<file path="config.mk">
export PLATFORM = sky130hd
export DESIGN_NAME = mult_cmd_issuer_flat
export DESIGN_NICKNAME = d
export VERILOG_FILES = /design/src/rtl/mult_cmd_issuer_if.sv /design/src/rtl/mult_cmd_issuer.sv /design/src/flat_wrapper.sv
export SDC_FILE = /design/constraint.sdc
export NUM_CORES = 1
export LEC_CHECK = 0
export CAP_MARGIN = 10
export CORE_UTILIZATION = 45
export CTS_BUF_LIST = sky130_fd_sc_hd__clkbuf_16
export DETAILED_ROUTE_END_ITERATION = 10
export PLACE_DENSITY_LB_ADDON = 0.2
export REMOVE_ABC_BUFFERS = 1
export SLEW_MARGIN = 20
export SYNTH_ARGS = -nofsm -noshare
export SYNTH_HDL_FRONTEND = slang
export SYNTH_SLANG_ARGS = --single-unit
</file>
<file path="constraint.sdc">
create_clock -name clk -period 2.7 [get_ports clk]
set_clock_uncertainty 0.05 [all_clocks]
set_input_delay 0.405 -clock clk [delete_from_list [all_inputs] [get_ports clk]]
set_output_delay 0.405 -clock clk [all_outputs]
set_load 0.01 [all_outputs]
</file>
<file path="src/rtl/mult_cmd_issuer_if.sv">
// Bundle of the handshake and data signals around mult_cmd_issuer.
//   master : the issuer side. It drives in_ready, req, arg_*, out_valid, out_result,
//            out_status and busy.
//   slave  : the environment side. This is the operand producer, the multiplier and
//            the result consumer.
// Operand side   : in_valid/in_ready, in_a, in_b, in_inj_a, in_inj_b
// Multiplier side: req/ack, arg_a, arg_b, arg_*_parity, result, result_parity,
//                  result_rdy, arg_parity_error
// Result side    : out_valid/out_ready, out_result, out_status
// Status         : busy
interface mult_cmd_issuer_if;
   logic               in_valid;
   logic               in_ready;
   logic signed [15:0] in_a;
   logic signed [15:0] in_b;
   logic               in_inj_a;
   logic               in_inj_b;

   logic               req;
   logic signed [15:0] arg_a;
   logic signed [15:0] arg_b;
   logic               arg_a_parity;
   logic               arg_b_parity;
   logic               ack;
   logic signed [31:0] result;
   logic               result_parity;
   logic               result_rdy;
   logic               arg_parity_error;

   logic               out_valid;
   logic               out_ready;
   logic signed [31:0] out_result;
   logic [1:0]         out_status;
   logic               busy;

   modport master (
      input  in_valid, in_a, in_b, in_inj_a, in_inj_b,
      input  ack, result, result_parity, result_rdy, arg_parity_error,
      input  out_ready,
      output in_ready, req, arg_a, arg_b, arg_a_parity, arg_b_parity,
      output out_valid, out_result, out_status, busy
   );

   modport slave (
      output in_valid, in_a, in_b, in_inj_a, in_inj_b,
      output ack, result, result_parity, result_rdy, arg_parity_error,
      output out_ready,
      input  in_ready, req, arg_a, arg_b, arg_a_parity, arg_b_parity,
      input  out_valid, out_result, out_status, busy
   );
endinterface

</file>
<file path="src/rtl/mult_cmd_issuer.sv">
// Multiplier command issuer.
// Operand pairs are buffered in a DEPTH-entry FIFO. They are issued one at a time to an
// external multiplier through a req/ack handshake. The issuer then waits up to TIMEOUT
// cycles for the product, checks it, and presents the product with a status code on an
// out_valid/out_ready port.
// Ports:
//   clk   : clock, rising edge
//   rst_n : asynchronous active-low reset
//   bus   : mult_cmd_issuer_if.master. Carries the operand, multiplier and result signals.
// out_status codes:
//   00 : ok
//   01 : arg parity error
//   10 : result parity mismatch
//   11 : timeout
module mult_cmd_issuer #(
   parameter int unsigned DEPTH   = 4,
   parameter int unsigned TIMEOUT = 64
) (
   input  logic               clk,
   input  logic               rst_n,
   mult_cmd_issuer_if.master  bus
);

   localparam int unsigned PTR_W = (DEPTH > 1) ? $clog2(DEPTH) : 1;
   localparam int unsigned CNT_W = $clog2(DEPTH + 1);
   localparam int unsigned TMO_W = $clog2(TIMEOUT + 1);

   localparam logic [1:0] STAT_OK      = 2'b00;
   localparam logic [1:0] STAT_ARG_ERR = 2'b01;
   localparam logic [1:0] STAT_RES_ERR = 2'b10;
   localparam logic [1:0] STAT_TIMEOUT = 2'b11;

   typedef struct packed {
      logic [15:0] a;
      logic [15:0] b;
      logic        inj_a;
      logic        inj_b;
   } entry_t;

   typedef enum logic [1:0] {
      StIdle,
      StReq,
      StWaitRes,
      StOut
   } state_e;

   // FIFO state
   entry_t             mem_q [DEPTH];
   logic [PTR_W-1:0]   wr_ptr_q;
   logic [PTR_W-1:0]   rd_ptr_q;
   logic [CNT_W-1:0]   count_q;
   logic [CNT_W-1:0]   count_d;
   logic               in_ready_q;
   logic               push;
   logic               pop;
   entry_t             head;
   entry_t             wr_entry;

   // Issuer state
   state_e             state_q;
   logic               req_q;
   logic [15:0]        arg_a_q;
   logic [15:0]        arg_b_q;
   logic               arg_a_par_q;
   logic               arg_b_par_q;
   logic [TMO_W-1:0]   tmo_cnt_q;
   logic               out_valid_q;
   logic [31:0]        out_result_q;
   logic [1:0]         out_status_q;

   // ---------------------------------------------------------------------------------
   // Operand FIFO
   // ---------------------------------------------------------------------------------
   assign push     = bus.in_valid & in_ready_q;
   // Only IDLE consumes the head. This keeps a single transaction in flight.
   assign pop      = (state_q == StIdle) && (count_q != '0);
   assign head     = mem_q[rd_ptr_q];
   assign wr_entry = '{a: bus.in_a, b: bus.in_b, inj_a: bus.in_inj_a, inj_b: bus.in_inj_b};

   always_comb begin
      count_d = count_q;
      if (push && !pop) begin
         count_d = count_q + 1'b1;
      end else if (!push && pop) begin
         count_d = count_q - 1'b1;
      end
   end

   always_ff @(posedge clk) begin
      if (push) begin
         mem_q[wr_ptr_q] <= wr_entry;
      end
   end

   // DEPTH is a power of two, so the pointers wrap by natural overflow.
   always_ff @(posedge clk or negedge rst_n) begin
      if (!rst_n) begin
         wr_ptr_q   <= '0;
         rd_ptr_q   <= '0;
         count_q    <= '0;
         in_ready_q <= 1'b0;
      end else begin
         if (push) begin
            wr_ptr_q <= wr_ptr_q + 1'b1;
         end
         if (pop) begin
            rd_ptr_q <= rd_ptr_q + 1'b1;
         end
         count_q    <= count_d;
         // Registered ready. No bypass, so a full FIFO refuses even when a pop happens
         // on the same edge.
         in_ready_q <= (count_d != CNT_W'(DEPTH));
      end
   end

   // ---------------------------------------------------------------------------------
   // Issue / result FSM
   // ---------------------------------------------------------------------------------
   always_ff @(posedge clk or negedge rst_n) begin
      if (!rst_n) begin
         state_q      <= StIdle;
         req_q        <= 1'b0;
         arg_a_q      <= '0;
         arg_b_q      <= '0;
         arg_a_par_q  <= 1'b0;
         arg_b_par_q  <= 1'b0;
         tmo_cnt_q    <= '0;
         out_valid_q  <= 1'b0;
         out_result_q <= '0;
         out_status_q <= STAT_OK;
      end else begin
         case (state_q)
            StIdle: begin
               if (pop) begin
                  // Operands and parities stay held until the next pop.
                  arg_a_q     <= head.a;
                  arg_b_q     <= head.b;
                  arg_a_par_q <= (^head.a) ^ head.inj_a;
                  arg_b_par_q <= (^head.b) ^ head.inj_b;
                  req_q       <= 1'b1;
                  state_q     <= StReq;
               end
            end
            StReq: begin
               if (bus.ack) begin
                  req_q     <= 1'b0;
                  tmo_cnt_q <= '0;
                  state_q   <= StWaitRes;
               end
            end
            StWaitRes: begin
               // A result on the same edge as the limit takes priority over the timeout.
               if (bus.result_rdy) begin
                  out_result_q <= bus.result;
                  if (bus.arg_parity_error) begin
                     out_status_q <= STAT_ARG_ERR;
                  end else if ((^bus.result) != bus.result_parity) begin
                     out_status_q <= STAT_RES_ERR;
                  end else begin
                     out_status_q <= STAT_OK;
                  end
                  out_valid_q <= 1'b1;
                  state_q     <= StOut;
               end else if (tmo_cnt_q == TMO_W'(TIMEOUT - 1)) begin
                  // This edge would take the counter to TIMEOUT.
                  out_result_q <= '0;
                  out_status_q <= STAT_TIMEOUT;
                  out_valid_q  <= 1'b1;
                  state_q      <= StOut;
               end else begin
                  tmo_cnt_q <= tmo_cnt_q + 1'b1;
               end
            end
            StOut: begin
               if (bus.out_ready) begin
                  out_valid_q <= 1'b0;
                  state_q     <= StIdle;
               end
            end
            default: begin
               state_q <= StIdle;
            end
         endcase
      end
   end

   // ---------------------------------------------------------------------------------
   // Outputs
   // ---------------------------------------------------------------------------------
   assign bus.in_ready     = in_ready_q;
   assign bus.req          = req_q;
   assign bus.arg_a        = arg_a_q;
   assign bus.arg_b        = arg_b_q;
   assign bus.arg_a_parity = arg_a_par_q;
   assign bus.arg_b_parity = arg_b_par_q;
   assign bus.out_valid    = out_valid_q;
   assign bus.out_result   = out_result_q;
   assign bus.out_status   = out_status_q;
   assign bus.busy         = (state_q != StIdle) || (count_q != '0);

endmodule
</file>
<file path="src/flat_wrapper.sv">
// flat-port wrapper written by rule: the top's interface ports become plain ports
module mult_cmd_issuer_flat 
#(
   parameter int unsigned DEPTH   = 4,
   parameter int unsigned TIMEOUT = 64
)
  (clk, rst_n, bus_in_valid, bus_in_a, bus_in_b, bus_in_inj_a, bus_in_inj_b, bus_ack, bus_result, bus_result_parity, bus_result_rdy, bus_arg_parity_error, bus_out_ready, bus_in_ready, bus_req, bus_arg_a, bus_arg_b, bus_arg_a_parity, bus_arg_b_parity, bus_out_valid, bus_out_result, bus_out_status, bus_busy);
  mult_cmd_issuer_if bus_i ();
  input  logic clk;
  input  logic rst_n;
  input wire logic [$bits(bus_i.in_valid)-1:0] bus_in_valid;
  input wire logic [$bits(bus_i.in_a)-1:0] bus_in_a;
  input wire logic [$bits(bus_i.in_b)-1:0] bus_in_b;
  input wire logic [$bits(bus_i.in_inj_a)-1:0] bus_in_inj_a;
  input wire logic [$bits(bus_i.in_inj_b)-1:0] bus_in_inj_b;
  input wire logic [$bits(bus_i.ack)-1:0] bus_ack;
  input wire logic [$bits(bus_i.result)-1:0] bus_result;
  input wire logic [$bits(bus_i.result_parity)-1:0] bus_result_parity;
  input wire logic [$bits(bus_i.result_rdy)-1:0] bus_result_rdy;
  input wire logic [$bits(bus_i.arg_parity_error)-1:0] bus_arg_parity_error;
  input wire logic [$bits(bus_i.out_ready)-1:0] bus_out_ready;
  output wire logic [$bits(bus_i.in_ready)-1:0] bus_in_ready;
  output wire logic [$bits(bus_i.req)-1:0] bus_req;
  output wire logic [$bits(bus_i.arg_a)-1:0] bus_arg_a;
  output wire logic [$bits(bus_i.arg_b)-1:0] bus_arg_b;
  output wire logic [$bits(bus_i.arg_a_parity)-1:0] bus_arg_a_parity;
  output wire logic [$bits(bus_i.arg_b_parity)-1:0] bus_arg_b_parity;
  output wire logic [$bits(bus_i.out_valid)-1:0] bus_out_valid;
  output wire logic [$bits(bus_i.out_result)-1:0] bus_out_result;
  output wire logic [$bits(bus_i.out_status)-1:0] bus_out_status;
  output wire logic [$bits(bus_i.busy)-1:0] bus_busy;
  assign bus_i.in_valid = bus_in_valid;
  assign bus_i.in_a = bus_in_a;
  assign bus_i.in_b = bus_in_b;
  assign bus_i.in_inj_a = bus_in_inj_a;
  assign bus_i.in_inj_b = bus_in_inj_b;
  assign bus_i.ack = bus_ack;
  assign bus_i.result = bus_result;
  assign bus_i.result_parity = bus_result_parity;
  assign bus_i.result_rdy = bus_result_rdy;
  assign bus_i.arg_parity_error = bus_arg_parity_error;
  assign bus_i.out_ready = bus_out_ready;
  assign bus_in_ready = bus_i.in_ready;
  assign bus_req = bus_i.req;
  assign bus_arg_a = bus_i.arg_a;
  assign bus_arg_b = bus_i.arg_b;
  assign bus_arg_a_parity = bus_i.arg_a_parity;
  assign bus_arg_b_parity = bus_i.arg_b_parity;
  assign bus_out_valid = bus_i.out_valid;
  assign bus_out_result = bus_i.out_result;
  assign bus_out_status = bus_i.out_status;
  assign bus_busy = bus_i.busy;
  mult_cmd_issuer #(.DEPTH(DEPTH), .TIMEOUT(TIMEOUT)) u_core (.clk(clk), .rst_n(rst_n), .bus(bus_i));
endmodule
</file>
==> flow_summary.rst <==
.. list-table::
   :header-rows: 1

   * - Metric
     - Value
   * - Rel. slew slack
     - 0.622
   * - Die boundary height
     - 144 um
   * - Mean number of vias per cell
     - 5.18
   * - Area share of xor/xnor cells in the synthesized design
     - 0.0678
   * - Portion of the post-synthesis area used by sequential elements
     - 0.687
   * - Synth Area in Simple Gates
     - 0.0241
   * - Area growth, synth to finish
     - 29.0%
   * - Fraction of layout instances using a drive strength above 1
     - 0.164
   * - Highest-count cells in the layout ignoring fill and taps
     - sky130_fd_sc_hd__clkdlybuf4s50_1 (144), sky130_fd_sc_hd__edfxtp_1 (136), sky130_fd_sc_hd__dfrtp_1 (86)
   * - Number of cells after detailed placement
     - between 900 and 1k
   * - Floorplan die area
     - 0.0208 mm2
   * - Overall track demand over capacity in global routing
     - 0.176
   * - Max Clk Rate
     - 413 MHz
   * - Buffer count from post-CTS setup fixing
     - 0
   * - Number of antenna violations at the first check in global routing
     - 0
   * - Average footprint of a synthesized cell
     - 17.8 um2
   * - Category of the most critical setup path
     - reg2out
   * - Non-Filler Instances
     - 961
   * - Maximum number of pins on one net before global-route repair
     - 47
   * - Deepest clock path buffer count
     - 3
   * - Finished Core Util
     - 0.598
   * - Resize count post-CTS
     - 0
   * - Primary flip-flop cell chosen by synthesis mapping
     - sky130_fd_sc_hd__edfxtp_1
   * - Run status
     - complete, no violations
   * - P per Cell Area
     - 1220 mW/mm2
   * - Net count, final
     - 765
   * - Ant. Diodes
     - 0
   * - Number of port buffers
     - 145
   * - Number of rows in the core area
     - a little over 50
   * - Total iterations of the first detailed-routing run
     - 4
   * - R2r setup slk
     - 0.36 ns
   * - Kind of end point of the critical path
     - output port
   * - Hold-fix buffers at CTS
     - 1
   * - Share of the clock period used by the worst path after layout
     - 0.897
   * - Critical path required time
     - 2.25 ns
   * - Proportion of synthesized area in mux cells
     - 0.131
   * - Number of global-route vias before repair
     - 5238
   * - Arr. time, crit path
     - slightly below 2 ns
   * - Post-layout minimum cycle time
     - 2.42 ns
   * - TritonCTS buffer count
     - 24
   * - Largest fanout on the critical path
     - 4
   * - Number of sinks driven by the clock tree
     - approximately 220
   * - Remaining number of nets flagged by the antenna check after routing
     - 0
   * - Final hold violation count
     - 0
   * - Total power
     - roughly 14 mW
   * - Number of ports placed on the die boundary
     - 146
   * - TritonCTS clock tree
     - yes
   * - Clock-pin slew on the worst setup and hold paths
     - roughly 0.060 ns
   * - Smallest hold slack
     - 0.377 ns
   * - Number of enable flip-flop cells after synthesis
     - 136
   * - Mapped cell area
     - 0.00912 mm2
   * - Grt ovf
     - 0
   * - Kind of launch point of the worst setup path
     - flop
   * - Average wire per cell in the routed design
     - 18.9 um
   * - Floorplan die width
     - 144 um
   * - Maximum resistive drop on vdd
     - 0.659 mV
   * - Async S/R FF share, synth
     - 0.390
   * - Global placer's final weighted congestion
     - 0.763
   * - Count of cell types in the netlist
     - 43
   * - Number of slew-limit violations in the final report
     - 0
   * - Level count of the clock H-tree
     - 1
   * - Worst-skew pair later-pin latency
     - 0.53 ns
   * - Cell leakage power
     - 4.37 nW
   * - Max-cap check violation count
     - 0
   * - Most common cell after layout, fill and taps aside
     - sky130_fd_sc_hd__clkdlybuf4s50_1
   * - Vias
     - 4978
   * - Adder-cell area share of the yosys netlist
     - 0.0189
   * - Iteration-0 DRC count of the detailed router
     - 194
   * - Library cell used as clock root buffer
     - sky130_fd_sc_hd__clkbuf_16
   * - Setup repair after global routing missed its margin
     - false
   * - Total of endpoints with negative setup slack in the final report
     - 0
   * - Compound-Gate Fraction of Synth Area
     - 0.0534
   * - Layout filler cell count
     - 1533
   * - HPWL after detailed placement
     - roughly 12 mm
   * - Initial core utilization
     - 0.464
   * - Dominant combinational cell family by area after synthesis
     - multiplexers
   * - Worst-margin pin slew
     - 0.568 ns
   * - Overall routed net length
     - 18.2 mm
   * - Register bit count reported by yosys
     - 223
   * - Area of the core region
     - 0.0197 mm2
   * - Hold crit path type
     - in2async
   * - First-pass GRT wire length
     - 27.5 mm
   * - Drc violations
     - 0
   * - Synthesized instance count
     - 512
   * - Yosys warns
     - 0
where the power goes:
| part | switching, mW | total [mW] | internal (mW) |
|---|---|---|---|
| registers | 0.455 | 5.13 | 4.68 |
| clock network | 1.31 | 3.05 | 1.73 |
| logic | 2.74 | 6.17 | 3.42 |
| total | 4.51 | 14.3 | 9.83 |
Yosys cell counts, types with 12 or more instances:
library cell / n / area share
sky130_fd_sc_hd__mux4_2: 22 / 0.054
sky130_fd_sc_hd__ha_1: 13 / 0.018
sky130_fd_sc_hd__edfxtp_1: 136 / 0.45
sky130_fd_sc_hd__nand2_1: 16 / 0.0066
sky130_fd_sc_hd__mux4_1: 12 / 0.035
sky130_fd_sc_hd__dfrtp_1: 87 / 0.24
sky130_fd_sc_hd__xnor2_1: 57 / 0.055
sky130_fd_sc_hd__a22o_1: 37 / 0.036
sky130_fd_sc_hd__mux2_2: 33 / 0.041
final cells by class:
cell class                 count  area (um2)  share of cell area
tap                          265         332              0.0282
timing repair buffer         162        1680               0.143
inverter                      11        41.3             0.00351
multi-input combinational    256        2700               0.229
clock inverter                20         151              0.0129
sequential                   223        6260               0.532
clock buffer                  24         601              0.0511
worst paths after layout:
path | startpoint | end | depth (start not counted)
max | u_core.state_q[1] | bus_busy | 4
min | rst_n | u_core.bus.out_result[1] | 2
max reg2reg | u_core.rd_ptr_q[0] | u_core.bus.arg_a_parity | 8
min reg2reg | u_core.bus.out_status[1] | u_core.bus.out_status[1] | 1
max in group asynchronous | rst_n | u_core.rd_ptr_q[0] | 3
min in group clk | bus_arg_parity_error | u_core.bus.out_status[0] | 3
layer usage:
layer  wire length [um]  GRT usage  vias up
met3               1180     0.0397       26
met2               9230      0.317      144
met4                337     0.0460        0
met5                  0          0        -
met1               7420      0.212     2513
li1                   -          -     2295
critical path: stages (launching register included):
cell	delay, ns
sky130_fd_sc_hd__dfrtp_1	0.39
sky130_fd_sc_hd__inv_1	0.10
sky130_fd_sc_hd__ha_1	0.21
sky130_fd_sc_hd__nand3b_1	0.17
sky130_fd_sc_hd__clkdlybuf4s50_1	0.58
kinds of logic (layout without fill, tap and decap cells):
group                      count (synthesis)  after routing
DFF                                      223            223
xor gates and xnor gates                  69             69
muxes                                     68             68
AOI/OAI and AO/OA                         63             63
and+or+nand+nor                           42             42
buffers and inverters                     33            217
adders and majority gates                 14             14
state kept, by name (all words and copies together) (netlist names), 2 cells and up:
register and cells:
u_core.bus.arg_a 16, u_core.bus.arg_b 16, u_core.bus.out_result 32, u_core.bus.out_status 2
u_core.count_q 3, u_core.mem_q 136, u_core.rd_ptr_q 2, u_core.state_q 2
u_core.tmo_cnt_q 7, u_core.wr_ptr_q 2
through the flow:
step / TNS [ns] / cell area (um2) / worst slack, ns
final: 0 / 11800 / 0.278
after global routing: 0 / 11800 / 0.140
after CTS: 0 / 11800 / 0.242
after detailed placement: 0 / 11000 / 0.326
after global placement: 0 / 11000 / 0.359
after floorplan: -1.34 / 8990 / -0.414
(Power assumes the default switching activity.)
